File: src/rtl/grf_pkg.sv
// Shared types and helpers for global_register_file_mp and its read ports.
// Optional build macro GRF_RD_BYPASS_EN enables same-cycle write-through forwarding.
package grf_pkg;

  localparam int   GRF_DATA_WIDTH     = 16;
  localparam int   GRF_NUM_REGS       = 16;
  localparam int   GRF_NUM_READ_PORTS = 2;
  localparam logic GRF_RST_FILL       = 1'b0;

  typedef enum logic {
    GRF_IDLE,
    GRF_CLEAR
  } grf_state_e;

  // LSB offset of a port's slice inside a flattened per-port bus.
  function automatic int grf_slice_lo(int port, int width);
    return port * width;
  endfunction

  function automatic logic grf_in_range(int unsigned addr, int unsigned num_regs);
    return addr < num_regs;
  endfunction

endpackage

File: src/rtl/grf_read_port.sv
// One combinational read port: range check, register/flag lookup and,
// when GRF_RD_BYPASS_EN is defined, forwarding of the accepted write.
module grf_read_port
  import grf_pkg::*;
#(
  parameter int DATA_WIDTH = GRF_DATA_WIDTH,
  parameter int NUM_REGS   = GRF_NUM_REGS,
  parameter int ADDR_WIDTH = $clog2(NUM_REGS)
) (
  input  logic [ADDR_WIDTH-1:0] rd_addr,
  input  logic [DATA_WIDTH-1:0] regs [NUM_REGS],
  input  logic [NUM_REGS-1:0]   busy,
  input  logic [NUM_REGS-1:0]   written,
`ifdef GRF_RD_BYPASS_EN
  input  logic                  byp_en,
  input  logic [ADDR_WIDTH-1:0] byp_addr,
  input  logic [DATA_WIDTH-1:0] byp_data,
`endif
  output logic [DATA_WIDTH-1:0] rd_data,
  output logic                  rd_busy,
  output logic                  rd_written
);

  logic addr_ok;

  assign addr_ok = grf_in_range(32'(rd_addr), NUM_REGS);

  // NOTE: every output gets a default before any branch, so no latch can be inferred.
  always_comb begin
    rd_data    = '0;
    rd_busy    = 1'b0;
    rd_written = 1'b0;
    if (addr_ok) begin
      rd_data    = regs[rd_addr];
      rd_busy    = busy[rd_addr];
      rd_written = written[rd_addr];
    end
`ifdef GRF_RD_BYPASS_EN
    // byp_en is only raised for in-range writes outside a clear; busy stays registered.
    if (byp_en && (byp_addr == rd_addr)) begin
      rd_data    = byp_data;
      rd_written = 1'b1;
    end
`endif
  end

endmodule

File: src/rtl/global_register_file_mp.sv
// Multi-port global register file: two arbitrated write sources, busy scoreboard,
// sequenced bulk clear. Optional macro GRF_RD_BYPASS_EN adds read forwarding.
module global_register_file_mp
  import grf_pkg::*;
#(
  parameter  int DATA_WIDTH     = GRF_DATA_WIDTH,
  parameter  int NUM_REGS       = GRF_NUM_REGS,
  parameter  int NUM_READ_PORTS = GRF_NUM_READ_PORTS,
  localparam int ADDR_WIDTH     = $clog2(NUM_REGS)
) (
  input  logic                                 clk,
  input  logic                                 reset,
  input  logic                                 clear_req,
  output logic                                 clear_busy,
  input  logic                                 wr_a_en,
  input  logic [ADDR_WIDTH-1:0]                wr_a_addr,
  input  logic [DATA_WIDTH-1:0]                wr_a_data,
  input  logic                                 wr_b_en,
  input  logic [ADDR_WIDTH-1:0]                wr_b_addr,
  input  logic [DATA_WIDTH-1:0]                wr_b_data,
  output logic                                 wr_b_stall,
  input  logic                                 rsv_en,
  input  logic [ADDR_WIDTH-1:0]                rsv_addr,
  input  logic [NUM_READ_PORTS*ADDR_WIDTH-1:0] rd_addr,
  output logic [NUM_READ_PORTS*DATA_WIDTH-1:0] rd_data,
  output logic [NUM_READ_PORTS-1:0]            rd_busy,
  output logic [NUM_READ_PORTS-1:0]            rd_written
);

  localparam logic [DATA_WIDTH-1:0] RST_DATA = {DATA_WIDTH{GRF_RST_FILL}};
  localparam logic [ADDR_WIDTH-1:0] LAST_IDX = ADDR_WIDTH'(NUM_REGS - 1);

  logic [DATA_WIDTH-1:0] regs_q [NUM_REGS];
  logic [DATA_WIDTH-1:0] regs_d [NUM_REGS];
  logic [NUM_REGS-1:0]   busy_q, busy_d;
  logic [NUM_REGS-1:0]   written_q, written_d;
  grf_state_e            state_q, state_d;
  logic [ADDR_WIDTH-1:0] cnt_q, cnt_d;

  logic                  wr_ok;
  logic                  rsv_ok;
  logic [ADDR_WIDTH-1:0] wr_addr;
  logic [DATA_WIDTH-1:0] wr_data;

  assign clear_busy = (state_q == GRF_CLEAR);
  assign wr_b_stall = wr_b_en & (wr_a_en | clear_busy);

  // Source A always wins the single array write port.
  assign wr_addr = wr_a_en ? wr_a_addr : wr_b_addr;
  assign wr_data = wr_a_en ? wr_a_data : wr_b_data;
  assign wr_ok   = ~clear_busy & (wr_a_en | wr_b_en) & grf_in_range(32'(wr_addr), NUM_REGS);
  assign rsv_ok  = rsv_en & ~clear_busy & grf_in_range(32'(rsv_addr), NUM_REGS);

  always_comb begin
    state_d   = state_q;
    cnt_d     = cnt_q;
    regs_d    = regs_q;
    busy_d    = busy_q;
    written_d = written_q;
    case (state_q)
      GRF_IDLE: begin
        if (wr_ok) begin
          regs_d[wr_addr]    = wr_data;
          written_d[wr_addr] = 1'b1;
          busy_d[wr_addr]    = 1'b0;
        end
        // Applied after the write so a same-cycle reserve keeps the register busy.
        if (rsv_ok) busy_d[rsv_addr] = 1'b1;
        if (clear_req) begin
          state_d = GRF_CLEAR;
          cnt_d   = '0;
        end
      end
      GRF_CLEAR: begin
        regs_d[cnt_q]    = RST_DATA;
        busy_d[cnt_q]    = 1'b0;
        written_d[cnt_q] = 1'b0;
        if (cnt_q == LAST_IDX) begin
          state_d = GRF_IDLE;
          cnt_d   = '0;
        end else begin
          cnt_d = cnt_q + ADDR_WIDTH'(1);
        end
      end
      default: state_d = GRF_IDLE;
    endcase
  end

  // NOTE: the register array sits in the reset domain because reset must zero every entry.
  always_ff @(posedge clk or posedge reset) begin
    if (reset) begin
      state_q   <= GRF_IDLE;
      cnt_q     <= '0;
      busy_q    <= '0;
      written_q <= '0;
      for (int i = 0; i < NUM_REGS; i++) regs_q[i] <= RST_DATA;
    end else begin
      // NOTE: non-blocking assignments so every flop samples the pre-edge values.
      state_q   <= state_d;
      cnt_q     <= cnt_d;
      busy_q    <= busy_d;
      written_q <= written_d;
      regs_q    <= regs_d;
    end
  end

  for (genvar p = 0; p < NUM_READ_PORTS; p++) begin : g_rd
    localparam int ALO = grf_slice_lo(p, ADDR_WIDTH);
    localparam int DLO = grf_slice_lo(p, DATA_WIDTH);

    grf_read_port #(
      .DATA_WIDTH (DATA_WIDTH),
      .NUM_REGS   (NUM_REGS),
      .ADDR_WIDTH (ADDR_WIDTH)
    ) u_port (
      .rd_addr    (rd_addr[ALO +: ADDR_WIDTH]),
      .regs       (regs_q),
      .busy       (busy_q),
      .written    (written_q),
`ifdef GRF_RD_BYPASS_EN
      .byp_en     (wr_ok),
      .byp_addr   (wr_addr),
      .byp_data   (wr_data),
`endif
      .rd_data    (rd_data[DLO +: DATA_WIDTH]),
      .rd_busy    (rd_busy[p]),
      .rd_written (rd_written[p])
    );
  end

endmodule

File: config.mk
export PLATFORM = sky130hd
export DESIGN_NAME = global_register_file_mp
export DESIGN_NICKNAME = d
export VERILOG_FILES = /design/src/rtl/grf_pkg.sv /design/src/rtl/grf_read_port.sv /design/src/rtl/global_register_file_mp.sv
export SDC_FILE = /design/constraint.sdc
export NUM_CORES = 1
export LEC_CHECK = 0
export CORE_MARGIN = 2
export CORE_UTILIZATION = 50
export DETAILED_ROUTE_END_ITERATION = 8
export PLACE_DENSITY = 0.7
export SYNTH_ARGS = -nofsm -noshare
export SYNTH_HDL_FRONTEND = slang
export SYNTH_HIERARCHICAL = 1
export SYNTH_SLANG_ARGS = --single-unit
File: constraint.sdc
create_clock -name clk -period 9.47 [get_ports clk]
set_input_delay 0.947 -clock clk [delete_from_list [all_inputs] [get_ports clk]]
set_output_delay 0.947 -clock clk [all_outputs]
set_load 0.005 [all_outputs]
==> flow_summary_export.csv, run 1 <==
group,metric,value,unit
route,wirelength,52.6,mm
worst_setup_path,crit_type,"in -> out",
route,drtIter0Drc,1576,
worst_setup_path,worst-path-buf-inv,3,
worst_setup_path,r2r_start,"clear_busy",
worst_setup_path,crit_start,"rd_addr[0]",
clocking,cts-root-buf,"clkbuf_16",
timing,worstMarginPinSlew,1280,ps
floorplanning,die_height,186,microns
timing,min_period,4760,ps
synth,synth_edf_count,0,
floorplanning,num_rows,66,
outcome,status,"complete, no violations",
power,powerDensity,245,nW/um^2
grt,grt-ovfl-total,0,
route,remaining_drc_errors,0,
place,dp_hpwl,30.6,mm
hold_path,worstHoldStart,"written_q[11]",
worst_setup_path,path_cells,"buf_4 -> buf_4 -> mux4_1 -> a22oi_1 -> nand2_1 -> clkdlybuf4s50_1",
floorplanning,io-pin-count,96,
timing,fmax,210,MHz
worst_setup_path,path_delay_family,"buffers and inverters",
clocking,post_cts_hold_buffer_count,0,
cells_and_area,multiInputGateArea,8570,sq um
clocking,post_cts_buffers,0,
timing,drv_slew,0,
worst_setup_path,worstPathMaxFanout,48,
synth,async_reset_ff_share,100,%
power,leakage,0.00835,uW
grt,grt.total_usage,31.5,%
synth,ys_seq_area_share,44.4,%
synth,yosys_most_used_dff,"dfrtp_1",
floorplanning,die_w,186,microns
clocking,clockBufferDepth,3,
clocking,htreeDepth,2,
place,place_inst,1832,
cells_and_area,area_growth,14.0,%
synth,synth_fp_nets,1447,
floorplanning,start_util,50.8,%
worst_setup_path,cpMaxStageDelayCell,"buf_4",
timing,layout_setup_ws,4710,ps
synth,syn_inst,1385,
timing,grt_setup_unrepaired,"false",
timing,hold_viol,0,
worst_setup_path,crit_path_max_incr_delay,840,ps
grt,grt_max_degree,169,
clocking,clk_latency,520,ps
grt,grt_first_pass_wirelength,80.0,mm
worst_setup_path,required,8520,ps
worst_setup_path,cpMostUsedCell,"buf_4",
job,maxCapViolations,0,
route,routedWlPerCell,27.8,microns
cells_and_area,ff_latch_area,7330,sq um
clocking,path_clk_slew,50,ps
timing,maxSlewHeadroom,14.3,%
place,io_buffers,95,
synth,netlist_area,16500,sq um
synth,ys_types,46,
route,drtPass1Iterations,7,
timing,fin_setup_tns,0,ps
synth,avgSynthCellArea,11.9,sq um
timing,setup_viol,0,
clocking,cts_buffers,34,
power,vdd_ir_drop_max,0.149,mV
worst_setup_path,startpoint_type,"primary input",
route,via_count,12900,
floorplanning,core,32500,sq um
route,antenna_left,0,
route,avgViaCountPerCell,6.80,
timing,skew,10.6,ps
synth,ys_seq_elements,293,
worst_setup_path,worst_ep_arrival_time,3820,ps
clocking,clock_sinks,293,
cells_and_area,fin_cells,1889,
clocking,cts_tree,"built",
timing,timing.hold.ws,498,ps
floorplanning,dieArea,34500,sq um
grt,grt_pass1_vias,13200,
cells_and_area,drive_gt1_share,15.5,%
cells_and_area,fin_nets,1488,
hold_path,hold_class,"reg -> reg",
timing,finalCritPeriodShare,50.3,%
synth,yosys_warnings,6,
grt,antenna_found_initial,0,
place,gp_congestion,0.876,
place,preCtsSetupSlack,4730,ps
cells_and_area,filler_cell_count,2701,
clocking,cts_resized,0,
worst_setup_path,cp-end-kind,"output port",
## sequential cells by signal (all words and copies together) (netlist names)
signal,cells
clear_busy,1
cnt_q,4
regs_q,256
written_q,16
busy_q,16
## cell type report
type | count | area share [%]
clock buffer | 49 | 5.53
timing repair buffer | 130 | 6.43
tap | 442 | 2.94
clock inverter | 7 | 0.485
multi-input combinational | 959 | 45.5
sequential | 293 | 38.9
inverter | 8 | 0.199
antenna | 1 | 0.0133
## placed cells by master (no fill, tap or decap), types with 13 or more instances in the layout
master | netlist | routed
mux2i_1 | 161 | 157
dfrtp_1 | 293 | 293
mux4_1 | 44 | 44
buf_4 | 10 | 38
nand2_1 | 224 | 224
nor2_1 | 15 | 13
clkbuf_16 | 0 | 37
mux4_2 | 100 | 100
a22oi_1 | 80 | 80
clkdlybuf4s50_1 | 0 | 90
o21ai_0 | 127 | 127
nand3_1 | 122 | 122
## stage by stage
stage               cell area [sq um]  util [%]  total power, uW
finish                          18800      57.9             4610
global route                    18800      57.9             4820
CTS                             18800      57.9             4590
detailed placement              17700      54.4             3240
global placement                17700      54.4             3170
floorplan                       16500         -             2740
## cell families (layout without fill, tap and decap cells)
family	after synthesis	count (layout)	share of synthesized area (%)
mux	306	306	30.5
buf+inv	133	194	4.29
simple gates	406	406	11.3
fa+ha+maj	4	4	0.303
compound gates	243	243	9.29
other cells	0	1	0
flops	293	293	44.4
## worst paths after layout
kind / end / depth (start not counted) / slack (ps)
min in group asynchronous: clear_busy / 2 / 1040
worst max register to register: regs_q[55] / 5 / 6540
worst max-delay path: rd_data[6] / 6 / 4710
worst min register to register: written_q[11] / 1 / 500
worst min-delay path: written_q[11] / 1 / 500
max in group asynchronous: regs_q[231] / 3 / 6960
## power by group
| part | internal, uW | switching (uW) |
|---|---|---|
| Sequential | 1630 | 313 |
| Clock | 815 | 531 |
| Combinational | 637 | 690 |
| Total | 3080 | 1530 |
## layer usage
metal	share of wire, %	GRT usage, %	wire, microns	vias to the layer above
li1	-	-	-	5311
met2	48	50.4	25100	818
met5	0	0	0	-
met4	5.3	16.2	2780	0
met1	38	40.9	19800	6516
met3	9.3	6.32	4900	208
## synthesized netlist by cell type, drive strengths merged (3+ instances only)
| master | number | area share (%) |
|---|---|---|
| inv | 8 | 0.18 |
| dfrtp | 293 | 44 |
| a21oi | 8 | 0.24 |
| nor3 | 3 | 0.091 |
| mux2i | 161 | 9.8 |
| o221ai | 7 | 0.41 |
| nor3b | 7 | 0.35 |
| nor2 | 22 | 0.76 |
| clkbuf | 70 | 1.6 |
| o21ai | 129 | 3.9 |
| buf | 55 | 2.5 |
| nand2 | 224 | 5.1 |
| nand3 | 122 | 3.7 |
| mux4 | 144 | 21 |
| a22oi | 80 | 3.6 |
| o31ai | 4 | 0.18 |
| nor2b | 12 | 0.45 |
| a21o | 7 | 0.32 |
| ha | 4 | 0.30 |
| and3b | 4 | 0.21 |
| or2 | 3 | 0.11 |
(Power assumes the default switching activity.)
==> run 2, diff against run 1 <==
PLACE_DENSITY = 0.68   (was 0.7)
clock period = 4.8 ns   (was 9.47 ns; I/O delays follow)
==> flow_summary_export.csv, run 2 (synthesis results as in run 1) <==
group,metric,value,unit
hold_path,hold_class,"in -> async",
worst_setup_path,path_cells,"buf_4 -> buf_4 -> mux4_1 -> a22oi_1 -> nand2_1 -> clkdlybuf4s50_1",
worst_setup_path,worstPathMaxFanout,18,
timing,fin_setup_tns,0,ps
power,p_total,8930,uW
timing,drv_slew,0,
timing,hold_viol,0,
cells_and_area,drive_gt1_share,16.0,%
floorplanning,die_w,186,microns
place,preCtsSetupSlack,1550,ps
worst_setup_path,cpMostUsedCell,"buf_4",
timing,fmax,306,MHz
route,antenna_left,0,
worst_setup_path,worst_ep_arrival_time,2780,ps
place,io_buffers,95,
grt,grt_first_pass_wirelength,78.9,mm
clocking,cts_tree,"built",
cells_and_area,design_area,18800,sq um
grt,grt_max_degree,147,
worst_setup_path,path_delay_family,"buffers and inverters",
clocking,clk_latency,520,ps
clocking,path_clk_slew,60,ps
timing,maxSlewHeadroom,7.57,%
cells_and_area,final_cell_mix,"dfrtp_1, nand2_1, mux2i_1",
grt,grt.total_usage,30.9,%
power,powerDensity,474,nW/um^2
timing,min_period,3260,ps
worst_setup_path,worst-path-buf-inv,3,
clocking,cts_buffers,34,
worst_setup_path,crit_type,"in -> out",
timing,layout_setup_ws,1540,ps
cells_and_area,ff_latch_area,7330,sq um
timing,worstMarginPinSlew,1350,ps
route,wirelength,52.1,mm
clocking,htreeDepth,2,
cells_and_area,mostFrequentLayoutCell,"dfrtp_1",
worst_setup_path,cpMaxStageDelayCell,"mux4_1",
grt,grt_pass1_vias,12800,
clocking,cts_resized,0,
clocking,clock_sinks,293,
route,routedWlPerCell,27.4,microns
floorplanning,io-pin-count,96,
route,avgViaCountPerCell,6.79,
outcome,status,"complete, no violations",
route,via_count,12900,
floorplanning,num_rows,66,
timing,grt_setup_unrepaired,"false",
clocking,cts-root-buf,"clkbuf_16",
place,dp_hpwl,31.0,mm
power,leakage,0.00835,uW
clocking,clockBufferDepth,3,
worst_setup_path,startpoint_type,"primary input",
floorplanning,start_util,50.8,%
grt,antenna_found_initial,0,
cells_and_area,top_regs,"regs_q x256, busy_q x16, written_q x16",
timing,skew,9.74,ps
timing,setup_viol,0,
grt,grt-ovfl-total,0,
cells_and_area,antenna_cells,0,
cells_and_area,area_growth,14.0,%
cells_and_area,fin_nets,1496,
worst_setup_path,cp-end-kind,"output port",
cells_and_area,filler_cell_count,2640,
route,remaining_drc_errors,0,
clocking,post_cts_buffers,0,
cells_and_area,largest_register_ffs,256,
worst_setup_path,crit_path_max_incr_delay,600,ps
power,vdd_ir_drop_max,0.314,mV
timing,finalCritPeriodShare,68.0,%
clocking,post_cts_hold_buffer_count,0,
floorplanning,core,32500,sq um
cells_and_area,multiInputGateArea,8560,sq um
floorplanning,die_height,186,microns
route,drtIter0Drc,1464,
timing,timing.hold.ws,398,ps
cells_and_area,regMostFlops,"regs_q",
route,drtPass1Iterations,5,
job,maxCapViolations,0,
floorplanning,dieArea,34500,sq um
place,gp_congestion,0.847,
place,placed_area,17800,sq um
worst_setup_path,required,4320,ps
## run 2: cell type report
cell class | count | share of cell area [%]
multi-input cells | 959 | 45.5
flip-flops and latches | 293 | 38.9
repair buffers | 138 | 6.95
clock buffers | 48 | 5.18
well taps | 442 | 2.94
clock inverters | 11 | 0.346
inverters | 8 | 0.179
## run 2: worst reg2reg max path: cells and delay by family, from the launching register on
kind / cells / cell delay (ps)
flip-flops: 1 / 360
AND/OR/NAND/NOR: 2 / 880
AO/OA/AOI/OAI: 2 / 920
buffers and inverters: 1 / 230
## run 2: path summary, 6_finish.rpt
path	start	endpoint	slack, ps	cells after the start
worst max-delay path	rd_addr[0]	rd_data[2]	1540	6
worst min-delay path	reset	busy_q[6]	400	2
worst max register to register	clear_busy	busy_q[13]	2300	5
worst min register to register	written_q[5]	written_q[5]	490	2
max in group asynchronous	reset	regs_q[197]	3210	3
min in group clk	written_q[5]	written_q[5]	490	2
## run 2: through the flow
step	std cells	utilization, %
floorplan	1385	-
global placement	1840	54.7
global route	1899	57.9
detailed placement	1840	54.7
CTS	1899	57.9
finish	1899	57.9
## run 2: layer usage
metal / vias to the layer above / global-route usage [%] / routed length, microns
li1: 5328 / - / -
met1: 6584 / 41.5 / 20300
met2: 778 / 49.5 / 24700
met3: 202 / 5.34 / 4500
met4: 0 / 14.4 / 2570
met5: - / 0 / 0
## run 2: where the power goes
group	internal, uW	total [uW]	switching (uW)
sequential	3210	3790	581
combinational	1270	2670	1400
clock	1420	2460	1040
total	5900	8930	3020
